==> src/rtl/bram_stream_sink_pkg.sv <==
// Shared widths, depth and state encodings for bram_stream_sink and its bench.
// The three-bit state values are kept as plain constants so legacy code can reuse them.
package bram_stream_sink_pkg;

    localparam int DATA_WIDTH = 16;
    localparam int ADDR_WIDTH = 7;
    localparam int MEM_DEPTH  = 128;

    localparam logic [2:0] S_IDLE  = 3'd0;
    localparam logic [2:0] S_RECV  = 3'd1;
    localparam logic [2:0] S_CHECK = 3'd2;
    localparam logic [2:0] S_DRAIN = 3'd3;
    localparam logic [2:0] S_DONE  = 3'd4;

endpackage

==> src/rtl/bram_stream_sink.sv <==
// Captures a run of stream beats into an external single-port BRAM, reads them back
// and flags a mismatch between the write-side and read-back checksums.
module bram_stream_sink
    import bram_stream_sink_pkg::*;
#(
    parameter int DWIDTH   = DATA_WIDTH,
    parameter int AWIDTH   = ADDR_WIDTH,
    parameter int MEM_SIZE = MEM_DEPTH
) (
    input  logic                     clk,
    input  logic                     reset_n,
    input  logic                     i_run,
    input  logic [AWIDTH-1:0]        i_num_cnt,
    output logic                     o_idle,
    output logic                     o_recv,
    output logic                     o_check,
    output logic                     o_done,
    input  logic                     i_valid,
    input  logic [DWIDTH-1:0]        i_data,
    output logic [AWIDTH-1:0]        addr0,
    output logic                     ce0,
    output logic                     we0,
    output logic [DWIDTH-1:0]        d0,
    input  logic [DWIDTH-1:0]        q0,
    output logic [DWIDTH+AWIDTH-1:0] o_sum,
    output logic                     o_err,
    output logic                     o_drop
);

    localparam int SWIDTH = DWIDTH + AWIDTH;
    localparam logic [AWIDTH-1:0] MAX_N = AWIDTH'(MEM_SIZE - 1);

    logic [2:0]        r_state;
    logic [AWIDTH-1:0] r_n;
    logic [AWIDTH-1:0] r_wr_cnt;
    logic [AWIDTH-1:0] r_rd_cnt;
    logic [SWIDTH-1:0] r_sum;
    logic [SWIDTH-1:0] r_rd_sum;
    logic              r_rd_vld;
    logic              r_err;
    logic              r_drop;

    logic [2:0]        w_next;
    logic              w_start;
    logic              w_wr_last;
    logic              w_rd_last;
    logic [SWIDTH-1:0] w_rd_sum_nxt;

    assign w_start      = (r_state == S_IDLE) && i_run;
    assign w_wr_last    = (r_wr_cnt == r_n - AWIDTH'(1));
    assign w_rd_last    = (r_rd_cnt == r_n - AWIDTH'(1));
    assign w_rd_sum_nxt = r_rd_sum + SWIDTH'(q0);

    always_comb begin
        // NOTE: every output of this block gets a default first so no path leaves a latch.
        w_next = r_state;
        ce0    = 1'b0;
        we0    = 1'b0;
        addr0  = '0;
        d0     = '0;
        case (r_state)
            S_IDLE: begin
                if (i_run) w_next = (i_num_cnt == '0) ? S_DONE : S_RECV;
            end
            S_RECV: begin
                if (i_valid) begin
                    ce0   = 1'b1;
                    we0   = 1'b1;
                    addr0 = r_wr_cnt;
                    d0    = i_data;
                    if (w_wr_last) w_next = S_CHECK;
                end
            end
            S_CHECK: begin
                ce0   = 1'b1;
                addr0 = r_rd_cnt;
                if (w_rd_last) w_next = S_DRAIN;
            end
            S_DRAIN: w_next = S_DONE;
            S_DONE:  w_next = S_IDLE;
            default: w_next = S_IDLE;
        endcase
    end

    // BRAM contents live outside this block and are deliberately left alone on reset.
    always_ff @(posedge clk or negedge reset_n) begin
        if (!reset_n) begin
            r_state  <= S_IDLE;
            r_n      <= '0;
            r_wr_cnt <= '0;
            r_rd_cnt <= '0;
            r_sum    <= '0;
            r_rd_sum <= '0;
            r_rd_vld <= 1'b0;
            r_err    <= 1'b0;
            r_drop   <= 1'b0;
        end else begin
            // NOTE: non-blocking assignments so every register samples pre-edge values.
            r_state  <= w_next;
            r_rd_vld <= ce0 & ~we0;

            if (r_state == S_RECV && i_valid) begin
                r_sum    <= r_sum + SWIDTH'(i_data);
                r_wr_cnt <= r_wr_cnt + AWIDTH'(1);
            end
            if (r_state == S_CHECK) r_rd_cnt <= r_rd_cnt + AWIDTH'(1);

            // q0 trails the read address by one cycle; DRAIN picks up the final word.
            if (r_rd_vld) r_rd_sum <= w_rd_sum_nxt;
            if (r_state == S_DRAIN) r_err <= (w_rd_sum_nxt != r_sum);

            if (i_valid && r_state != S_RECV) r_drop <= 1'b1;

            if (w_start) begin
                r_n      <= (i_num_cnt > MAX_N) ? MAX_N : i_num_cnt;
                r_wr_cnt <= '0;
                r_rd_cnt <= '0;
                r_sum    <= '0;
                r_rd_sum <= '0;
                r_err    <= 1'b0;
                r_drop   <= 1'b0;
            end
        end
    end

    assign o_idle  = (r_state == S_IDLE);
    assign o_recv  = (r_state == S_RECV);
    assign o_check = (r_state == S_CHECK) || (r_state == S_DRAIN);
    assign o_done  = (r_state == S_DONE);
    assign o_sum   = r_sum;
    assign o_err   = r_err;
    assign o_drop  = r_drop;

endmodule

==> config.mk <==
export PLATFORM = sky130hd
export DESIGN_NAME = bram_stream_sink
export DESIGN_NICKNAME = d
export VERILOG_FILES = /design/src/rtl/bram_stream_sink_pkg.sv /design/src/rtl/bram_stream_sink.sv
export SDC_FILE = /design/constraint.sdc
export NUM_CORES = 1
export LEC_CHECK = 0
export ABC_AREA = 0
export CAP_MARGIN = 20
export CORE_UTILIZATION = 34
export CTS_CLUSTER_SIZE = 16
export DETAILED_ROUTE_END_ITERATION = 8
export PLACE_DENSITY = 0.53
export SLEW_MARGIN = 0
export SYNTH_ARGS = -nofsm -noshare
export SYNTH_HDL_FRONTEND = slang
export SYNTH_SLANG_ARGS = --single-unit
==> constraint.sdc <==
create_clock -name clk -period 4.4 [get_ports clk]
set_input_delay 0.44 -clock clk [delete_from_list [all_inputs] [get_ports clk]]
set_output_delay 0.44 -clock clk [all_outputs]
set_load 0.01 [all_outputs]
==> results.json, run 1 <==
{
  "status": "finished clean",
  "async_flop_share_pct": 100,
  "worst_slack_ns": 0.830,
  "syn_area_per_cell_um2": 8.80,
  "place.gp.congestion": 0.862,
  "whs_ns": 0.231,
  "overflow": 0,
  "die-area_um2": 17900,
  "yosysSeqAreaShare_pct": 31.0,
  "powerDensity_nw_per_um2": 628,
  "grt_usage_pct": 20.0,
  "grt_max_degree": 74,
  "p_switching_mw": 2.02,
  "final_cells": 976,
  "cp_max_fo": 7,
  "r2r_start": "o_sum[0]",
  "numCtsBuffers": 9,
  "yosys.area.top_type": "dfrtp_1",
  "drv_slew": 0,
  "die_w_um": 134,
  "post-route-util_pct": 43.9,
  "post-cts-setup-buffers": 0,
  "worstRegToRegCells": 12,
  "post_cts_resize_count": 0,
  "synth.net_count": 750,
  "drtAntennaViolNets": 0,
  "final_common_cell": "clkdlybuf4s50_1",
  "port_buffers": 96,
  "io_pins": 97,
  "endpoint_kind": "register",
  "htreeDepth": 3,
  "drt-total-wl_mm": 17.1,
  "multiInputGateArea_um2": 3830,
  "drt_iter0_drc": 304,
  "avgViaCountPerCell": 5.42,
  "dr.pass1.iters": 5,
  "vias": 5286,
  "synthCells": 670,
  "seq_power_share_pct": 24.6,
  "fin_nets": 831,
  "power_mw": 4.62,
  "nFillCells": 1629,
  "internal_power_mw": 2.60,
  "max_freq_mhz": 280,
  "ff2ff_setup_slack_ns": 0.94,
  "final_cell_mix": "clkdlybuf4s50_1, dfrtp_1, nor2_1",
  "synth_edf_count": 0,
  "timing.final.hold_violations": 0,
  "wire_per_inst_um": 17.5,
  "hold_class": "in -> async",
  "slew_headroom_pct": 35.7,
  "clockBufferDepth": 2,
  "cts_root_buffer": "clkbuf_16",
  "antennaDiodeCount": 0,
  "grt_setup_unrepaired": "false",
  "core_area_um2": 16800,
  "synth_ff_type": "dfrtp_1",
  "dp_hpwl_mm": 12.8,
  "antenna_found_initial": 0,
  "rows": 47,
  "synthToLayoutAreaGrowth_pct": 24.9,
  "leakagePower_nw": 3.18,
  "p_comb_share_pct": 57.7,
  "synth.distinct_cells": 75,
  "placed_area_um2": 7040,
  "crit_type": "in -> reg",
  "drive_gt1_share_pct": 7.14,
  "ctsHoldBuffers": 0,
  "fin_crit_ns": 3.57,
  "clock_sinks": 73,
  "fin_area_um2": 7360,
  "r2r-end": "o_sum[22]",
  "grt_first_pass_wirelength_mm": 27.9,
  "cap_violations": 0,
  "finalCritPeriodShare_pct": 81.1,
  "place_ws_ns": 0.463,
  "tightest_slew_ns": 0.964,
  "arrival_ns": 3.80,
  "die_y_um": 134,
  "final-seq-area_um2": 1830,
  "route.detailed.drc": 0,
  "yosysWarnings": 0,
  "critPathLaunch": "q0[0]",
  "yosys_register_bits": 73,
  "skew_ns": 0.0104,
  "worst_setup_path_start_kind": "primary input",
  "power_frac_clock_pct": 17.7,
  "synth.top_cell.area_share_pct": 31.0,
  "clkLatencyLatePin_ns": 0.35,
  "synth_area_leaders": "dfrtp_1, ha_1, xor2_1, xnor2_1, nor2_1",
  "initial_utilization_pct": 35.2,
  "grt_pass1_vias": 5279,
  "syn_area_um2": 5900,
  "vdd_drop_max_mv": 0.274,
  "path_clk_slew_ns": 0.07,
  "cts_tree": "yes",
  "placed_cells": 960,
  "switching_share_pct": 43.8,
  "setup_viol": 0,
  "setup-tns-final_ns": 0,
  "critPathRequiredTime_ns": 4.63
}
-- registers in the layout (all words and copies together) (netlist names) --
| register | flops |
|---|---|
| o_sum | 23 |
| r_rd_sum | 23 |
| r_n | 7 |
| r_rd_cnt | 7 |
| r_wr_cnt | 7 |
| r_state | 3 |
| o_drop | 1 |
| o_err | 1 |
| r_rd_vld | 1 |
-- kinds of logic after synthesis --
family                     synth area share (%)
AOI/OAI and AO/OA                          20.1
xor gates and xnor gates                   13.4
adders and majority gates                  8.11
buffers and inverters                      4.16
DFF                                        31.0
muxes                                      2.82
and+or+nand+nor                            20.4
-- power by group through the flow --
stage,sequential (mW),clock (mW),combinational (mW)
2_1_floorplan,1.06,0,1.91
6_report,1.14,0.818,2.66
5_1_grt,1.17,0.861,2.94
3_3_place_gp,1.14,0,2.63
4_1_cts,1.14,0.833,2.67
3_5_place_dp,1.15,0,2.66
-- cells in the mapped netlist (all sizes together), types with 8 or more instances --
master,instances
nand3,24
xor2,45
xnor2,35
clkbuf,21
a21o,9
o21ai,36
o21a,13
a21oi,34
a22o,10
inv,23
nand2,43
buf,13
ha,35
and2,8
dfrtp,73
nand4,11
nor3,20
and3,22
mux2i,11
nor2,73
a31oi,8
-- layer usage --
layer,part of all wire [%],global-route usage [%],vias to the layer above
li1,-,-,2581
met1,46,26.7,2563
met2,48,33.0,127
met3,4.1,2.74,15
met4,1.7,6.82,0
met5,0,0,-
-- critical path, stage by stage --
cell and delay, ns:
clkdlybuf4s50_1 0.41, ha_1 0.25, fa_1 0.43, a211oi_2 0.36, o21ai_1 0.21, a21oi_2 0.30, o31ai_4 0.14, o311a_1 0.30
or4_1 0.49, a2111oi_2 0.36, a21oi_1 0.11
-- how the worst max path moves through the flow --
stage / slack, ns / to
floorplan: 1.20 / o_err
global placement: 0.51 / o_err
detailed placement: 0.46 / o_err
CTS: 0.81 / o_err
global route: 0.60 / o_sum[22]
finish: 0.83 / o_err
-- layout make-up --
class                   count  area share [%]
clock buffers               9            3.06
clock inverters             7            1.29
inverters                  24            1.22
multi-input cells         539            52.0
flip-flops and latches     73            24.8
well taps                 220            3.74
repair buffers            104            13.8
Note: power is estimated with default switching activity, not from simulation.
==> run 2: changes to the inputs <==
Clock period 4.4 ns to 3.4 ns, I/O delays scaled along.
==> run 2 against run 1 <==
Sequential cell count did not move. Cell count up 5.3%. Core utilization up 2.8 points. Sequential share of layout area shrank 1.5 points. Clock power up 37%. Via count up 2.2%. Cell area increased by 6.3%.
==> results.json, run 2 (synthesis results as in run 1) <==
{
  "die_y_um": 134,
  "grt_usage_pct": 20.7,
  "place_ws_ns": -0.387,
  "avgViaCountPerCell": 5.26,
  "r2r_start": "r_rd_sum[0]",
  "cp_num_buf_inv": 1,
  "io_pins": 97,
  "die-area_um2": 17900,
  "dp_hpwl_mm": 13.3,
  "status": "finished clean",
  "wire_per_inst_um": 17.2,
  "final_common_cell": "clkdlybuf4s50_1",
  "cp_max_fo": 3,
  "grt_max_degree": 74,
  "cts_tree": "yes",
  "synthToLayoutAreaGrowth_pct": 32.7,
  "max_freq_mhz": 303,
  "numCtsBuffers": 9,
  "fin_nets": 883,
  "arrival_ns": 3.52,
  "skew_ns": 0.00631,
  "antenna_found_initial": 0,
  "drtAntennaViolNets": 0,
  "crit_type": "in -> reg",
  "worst_slack_ns": 0.0961,
  "endpoint_kind": "register",
  "slew_headroom_pct": 50.7,
  "core_area_um2": 16800,
  "powerDensity_nw_per_um2": 818,
  "r2r-end": "o_err",
  "die_w_um": 134,
  "setup_viol": 0,
  "clockBufferDepth": 2,
  "drt-total-wl_mm": 17.7,
  "dr.pass1.iters": 4,
  "drt_iter0_drc": 351,
  "rows": 47,
  "initial_utilization_pct": 35.2,
  "path_clk_slew_ns": 0.06,
  "met2_length_mm": 8.51,
  "critPathRequiredTime_ns": 3.62,
  "drive_gt1_share_pct": 13.0,
  "final_cell_mix": "clkdlybuf4s50_1, dfrtp_1, nor2_1",
  "highest_layer": "met4",
  "power_mw": 6.40,
  "place.gp.congestion": 0.898,
  "htreeDepth": 3,
  "cts_root_buffer": "clkbuf_16",
  "vdd_drop_max_mv": 0.323,
  "antennaDiodeCount": 0,
  "post-route-util_pct": 46.7,
  "fin_crit_ns": 3.30,
  "worst_setup_path_start_kind": "primary input",
  "overflow": 0,
  "hold_class": "in -> async",
  "whs_ns": 0.472,
  "worstRegToRegCells": 11,
  "fin_area_um2": 7820,
  "port_buffers": 96,
  "placed_cells": 1009,
  "wl_met1_mm": 8.28,
  "crit_path_cell_trace": "clkdlybuf4s50_1 -> ha_1 -> fa_2 -> a211oi_4 -> o21ai_1 -> a21oi_2 -> o31ai_1 -> a21oi_2 -> xnor3_1 -> or4_1 -> a2111oi_2 -> a21oi_1",
  "clkLatencyLatePin_ns": 0.34,
  "slowest_stage": "or4_1",
  "placed_area_um2": 7420,
  "grt_setup_unrepaired": "true",
  "tightest_slew_ns": 0.738,
  "leakagePower_nw": 3.46,
  "cp_top_family": "compound AO/OA/AOI/OAI gates",
  "ff2ff_setup_slack_ns": 0.14,
  "grt_first_pass_wirelength_mm": 28.8,
  "slowest_delay_ns": 0.52,
  "finalCritPeriodShare_pct": 97.2,
  "drv_slew": 0,
  "setup-tns-final_ns": 0,
  "grt_pass1_vias": 5451,
  "timing.final.hold_violations": 0,
  "wl_met3_um": 673,
  "final_cells": 1028,
  "critical_path.most_common_cell": "a21oi_2",
  "cap_violations": 0,
  "route.detailed.drc": 0,
  "vias": 5403,
  "clock_sinks": 73
}
## run 2: worst max-delay path by stage
stage / startpoint / to / cells after the start
6_report: q0[0] / o_err / 12
5_1_grt: q0[0] / o_err / 12
4_1_cts: q0[0] / o_err / 12
3_5_place_dp: q0[0] / o_err / 12
3_3_place_gp: q0[0] / o_err / 12
2_1_floorplan: r_rd_sum[0] / o_err / 11
## run 2: area by class of cell
class / count / area (µm²)
Clock buffer: 11 / 243
Clock inverter: 5 / 103
Fill cell: 1654 / 8940
Inverter: 24 / 90.1
Multi-Input combinational cell: 539 / 3840
Sequential cell: 73 / 1830
Tap cell: 220 / 275
Timing Repair Buffer: 156 / 1440
## run 2: repair_timing
action / 4_1_cts / 5_1_grt
pin swaps: 1 / 1
endpoints found under the hold margin: 0 / 24
setup buffers: 0 / 1
setup endpoints to repair: 1 / 6
hold buffers: 0 / 1
resized for setup: 0 / 3
## run 2: where the power goes
group | internal, mW | switching, mW | total, mW
Clock | 0.736 | 0.388 | 1.12
Combinational | 1.88 | 1.92 | 3.80
Sequential | 1.12 | 0.352 | 1.48
## run 2: layer usage
layer	track usage, %	vias to the layer above
met2	34.4	132
met4	6.44	0
met5	0	-
li1	-	2677
met1	27.5	2574
met3	3.31	20
